==> config.mk <==
export PLATFORM = sky130hd
export DESIGN_NAME = serial_subtractor
export DESIGN_NICKNAME = d
export VERILOG_FILES = /design/src/rtl/serial_subtractor.sv
export SDC_FILE = /design/constraint.sdc
export NUM_CORES = 1
export LEC_CHECK = 0
export CORE_AREA = 4 4 60 62
export DETAILED_ROUTE_END_ITERATION = 10
export DIE_AREA = 0 0 64 66
export GPL_TIMING_DRIVEN = 0
export PLACE_DENSITY = 0.55
export SYNTH_ARGS = -nofsm -noshare
export SYNTH_HDL_FRONTEND = slang
export SYNTH_SLANG_ARGS = --single-unit
==> constraint.sdc <==
create_clock -name clk -period 1.2 [get_ports clk]
set_clock_uncertainty 0.15 [all_clocks]
set_input_delay 0.24 -clock clk [delete_from_list [all_inputs] [get_ports clk]]
set_output_delay 0.24 -clock clk [all_outputs]
set_load 0.02 [all_outputs]
==> src/rtl/serial_subtractor.sv <==
`default_nettype none
// ============================================================================
// Module   : serial_subtractor
// Purpose  : Bit-serial subtractor, D = A - B, one bit per clock, LSB first,
//            through a single full-subtractor cell with a registered borrow.
//            Operands are captured on a start/busy/done handshake. Results
//            are held until the next operation completes.
// Ports    : clk    - rising-edge clock
//            rst_n  - asynchronous active-low reset
//            start  - request, sampled only while idle
//            a, b   - minuend / subtrahend, captured on the accept edge
//            busy   - high while an operation is in progress
//            done   - single-cycle completion pulse
//            d      - difference (a - b) mod 2^WIDTH
//            bout   - final borrow (1 when a < b unsigned)
//            ovf    - signed overflow, present only with SERSUB_OVF_EN
// Config   : `define SERSUB_OVF_EN to add the ovf port and MSB capture.
// Revision : 1.0 - initial release
// ============================================================================
module serial_subtractor #(
    parameter int WIDTH = 4
) (
    input  logic             clk,
    input  logic             rst_n,
    input  logic             start,
    input  logic [WIDTH-1:0] a,
    input  logic [WIDTH-1:0] b,
    output logic             busy,
    output logic             done,
    output logic [WIDTH-1:0] d,
    output logic             bout
`ifdef SERSUB_OVF_EN
    ,
    output logic             ovf
`endif
);

    localparam int                 c_CNT_W    = (WIDTH > 2) ? $clog2(WIDTH) : 1;
    localparam logic [c_CNT_W-1:0] c_CNT_ONE  = c_CNT_W'(1);
    localparam logic [c_CNT_W-1:0] c_CNT_LAST = c_CNT_W'(WIDTH - 1);

    typedef enum logic [0:0] {
        S_IDLE = 1'b0,
        S_RUN  = 1'b1
    } state_t;

    state_t             r_state;
    logic [WIDTH-1:0]   r_a_sh;
    logic [WIDTH-1:0]   r_b_sh;
    logic [WIDTH-2:0]   r_d_sh;     // upper bits of the result collected so far
    logic               r_borrow;
    logic [c_CNT_W-1:0] r_cnt;
`ifdef SERSUB_OVF_EN
    logic               r_a_msb;
    logic               r_b_msb;
`endif

    // Full-subtractor cell on the current LSBs
    logic             w_x;
    logic             w_y;
    logic             w_r;
    logic             w_diff;
    logic             w_borrow_next;
    logic [WIDTH-1:0] w_d_next;

    assign w_x           = r_a_sh[0];
    assign w_y           = r_b_sh[0];
    assign w_r           = r_borrow;
    assign w_diff        = w_x ^ w_y ^ w_r;
    assign w_borrow_next = (~w_x & w_y) | (~w_x & w_r) | (w_y & w_r);
    // New bit enters at the MSB; after WIDTH shifts this is the full result.
    assign w_d_next      = {w_diff, r_d_sh};

    always_ff @(posedge clk or negedge rst_n) begin
        if (!rst_n) begin
            r_state  <= S_IDLE;
            r_a_sh   <= '0;
            r_b_sh   <= '0;
            r_d_sh   <= '0;
            r_borrow <= 1'b0;
            r_cnt    <= '0;
            busy     <= 1'b0;
            done     <= 1'b0;
            d        <= '0;
            bout     <= 1'b0;
`ifdef SERSUB_OVF_EN
            r_a_msb  <= 1'b0;
            r_b_msb  <= 1'b0;
            ovf      <= 1'b0;
`endif
        end else begin
            done <= 1'b0;
            case (r_state)
                S_IDLE: begin
                    if (start) begin
                        r_a_sh   <= a;
                        r_b_sh   <= b;
                        r_d_sh   <= '0;
                        r_borrow <= 1'b0;
                        r_cnt    <= '0;
                        busy     <= 1'b1;
`ifdef SERSUB_OVF_EN
                        r_a_msb  <= a[WIDTH-1];
                        r_b_msb  <= b[WIDTH-1];
`endif
                        r_state  <= S_RUN;
                    end
                end
                S_RUN: begin
                    r_a_sh   <= {1'b0, r_a_sh[WIDTH-1:1]};
                    r_b_sh   <= {1'b0, r_b_sh[WIDTH-1:1]};
                    r_d_sh   <= w_d_next[WIDTH-1:1];
                    r_borrow <= w_borrow_next;
                    r_cnt    <= r_cnt + c_CNT_ONE;
                    if (r_cnt == c_CNT_LAST) begin
                        // Last bit: publish the result, the only place the
                        // visible outputs change outside reset.
                        d       <= w_d_next;
                        bout    <= w_borrow_next;
`ifdef SERSUB_OVF_EN
                        ovf     <= (r_a_msb != r_b_msb) && (w_diff != r_a_msb);
`endif
                        done    <= 1'b1;
                        busy    <= 1'b0;
                        r_state <= S_IDLE;
                    end
                end
                default: begin
                    r_state <= S_IDLE;
                    busy    <= 1'b0;
                end
            endcase
        end
    end

endmodule
`default_nettype wire

==> flow_summary_export.csv <==
group,metric,value,unit
synthesis,synth_cells,73,
run_status,status,"complete, but fails checks",
clock_tree,clk_latency,300,ps
synthesis,synthAdderAreaFrac,3.52,%
detailed_routing,avgRoutedWirePerCell,12.1,um
timing,hold_viol_final,0,
synthesis,syn_nets,86,
setup_path,worstPathMaxFanout,2,
synthesis,syn_area_per_cell,12.6,um^2
clock_tree,cts_tree,"done",
timing,post-route-period-util,111,%
synthesis,synth_top_family_by_area,"multiplexers",
global_route,grt_pass1_wl,2.79,mm
timing,drv_slew,0,
synthesis,ys_seq_area_share,59.6,%
setup_path,required,1240,ps
layout,final_util,43.1,%
timing,worst_slack,-130,ps
detailed_routing,ant_nets,0,
place,gp_congestion,0.684,
place,pre_cts_slack,-419,ps
synthesis,synth-simple-area-share,7.32,%
timing,fin_crit,1330,ps
clock_tree,clkTransAtPathRegs,120,ps
synthesis,synthesis.area,923,um^2
floorplanning,ios,18,
layout,fin_area,1300,um^2
synthesis,synth_seq_cells,22,
run_status,violations,"negative setup slack",
layout,fillers,296,
place,postPlaceCellArea,1150,um^2
layout,antenna_cells,0,
clock_tree,cts_buffers,3,
layout,nets,116,
global_route,antenna_found_initial,0,
setup_path,path_class,"reg2reg",
floorplanning,die_x,64,um
timing,slew_headroom,36.4,%
synthesis,synth_compound_area_share,7.86,%
synthesis,ys_types,19,
layout,area_growth,41.2,%
clock_tree,cts_hold_buf,0,
power,cellPowerDensity,2360,nW/um^2
layout,final_cell_mix,"dfrtp_1, buf_6, mux2i_1",
setup_path,cp-end-kind,"flop",
clock_tree,cts_buffer_depth,2,
global_route,grt_max_degree,23,
detailed_routing,drt-initial-drc-count,32,
power,ir_drop,0.644,mV
setup_path,startpoint_type,"flop",
setup_path,cp_data_arrival_time,1370,ps
detailed_routing,drc,0,
job,maxCapViolations,0,
floorplanning,die_area,4220,um^2
clock_tree,htree_levels,1,
timing,fin_hold_ws,42.2,ps
global_route,grt_usage,8.74,%
detailed_routing,routed_wl,1.76,mm
timing,rsz0062_at_grt,"yes",
detailed_routing,viasPerCell,4.18,
synthesis,ys_warn_count,0,
min_path,min_path_type,"in2async",
clock_tree,clock-root-buffer,"clkbuf_4",
clock_tree,cts.sinks,22,
synthesis,synth_xor_xnor_area_share,0,%
timing,fmax,752,MHz
floorplanning,coreArea,3030,um^2
power,p_leak,0.627,nW
layout,final_common_cell,"dfrtp_1",
power,finalPower,0.00308,W
synthesis,synthMuxAreaShare,16.9,%
global_route,grt_pass1_vias,593,
layout,drive_above_1_share,32.4,%
global_route,overflow,0,
floorplanning,rows,20,
floorplanning,start_util,30.5,%
detailed_routing,dr.pass1.iters,3,
place,portBuffers,17,
detailed_routing,vias,610,
place,dp_hpwl,1.11,mm
timing,tightest_slew,954,ps
timing,setup_violations,14,
floorplanning,die_height,66,um
-- synthesized netlist by cell type, drive strengths merged --
cell type,count,area (um^2)
o22ai,1,6.26
dfrtp,22,551
nand2,8,37.5
a21oi,1,5.00
buf,4,28.8
nand2b,2,12.5
ha,1,12.5
fa,1,20.0
a22o,3,26.3
nor2,4,17.5
inv,4,15.0
mux2,5,56.3
mux2i,10,100
o21ai,7,35.0
-- registers in the layout, summed over array words and instances, names as in the netlist --
register / flops
r_d_sh: 3
done: 1
bout: 1
d: 4
r_b_sh: 4
r_cnt: 2
busy: 1
r_a_sh: 4
r_borrow: 1
r_state: 1
-- critical path, stage by stage, from the launching register on --
cell and delay (ps):
dfrtp_1 380, inv_2 50, fa_2 580, mux2i_1 70
-- repair_timing --
item | 4_1_cts | 5_1_grt
cloned | 1 | 0
setup endpoints to repair | 39 | 16
pin swaps | 1 | 1
resized for setup | 47 | 8
buffers inserted | 3 | 4
-- metrics by stage --
stage                     std cells  setup TNS (ps)
after CTS                       142           -1140
after global placement          134          -14120
after floorplan                  73            -362
after global routing            146           -1290
after detailed placement        134          -14240
final                           146            -818
-- area by class of cell --
cell class / count / area [um^2] / share of cell area (%)
Inverter: 4 / 15.0 / 1.15
Tap cell: 44 / 55.1 / 4.22
Multi-Input combinational cell: 43 / 369 / 28.3
Buffer: 4 / 41.3 / 3.17
Clock buffer: 4 / 36.3 / 2.78
Sequential cell: 22 / 551 / 42.2
Timing Repair Buffer: 25 / 236 / 18.1
-- metal layers --
| layer | global-route usage [%] | up-vias | share of wire [%] |
|---|---|---|---|
| met4 | 5.66 | 0 | 1.7 |
| met5 | 0 | - | 0 |
| li1 | - | 309 | - |
| met1 | 10.8 | 289 | 44 |
| met2 | 14.1 | 10 | 50 |
| met3 | 1.36 | 2 | 3.5 |
-- power breakdown --
part / switching [W] / leakage (nW) / total (W) / internal, W
Clock: 0.000211 / 0.0210 / 0.000395 / 0.000185
Combinational: 0.000611 / 0.327 / 0.00143 / 0.000816
Sequential: 0.000210 / 0.279 / 0.00125 / 0.00104
-- cells by family after synthesis --
group,count (synthesis)
flip-flops,22
adder cells (fa/ha/maj),2
multiplexers,15
buffers and inverters,8
AO/OA/AOI/OAI,12
AND/OR/NAND/NOR,14
-- path summary, 6_finish.rpt --
check                                      start  cells past startpoint                     to  slack, ps
min in group clk                           start                      3      r_state$_DFF_PN0_        340
hold / removal                             rst_n                      1   r_borrow$_DFFE_PN0P_         40
max in group asynchronous                  rst_n                      1   r_cnt[0]$_DFFE_PN0P_        280
setup reg to reg           r_a_sh[0]$_DFFE_PN0P_                      3  r_d_sh[2]$_DFFE_PN0P_       -130
hold reg to reg            r_b_sh[2]$_DFFE_PN0P_                      2  r_b_sh[1]$_DFFE_PN0P_        350
setup / recovery           r_a_sh[0]$_DFFE_PN0P_                      3  r_d_sh[2]$_DFFE_PN0P_       -130
Note: power is estimated with default switching activity, not from simulation.
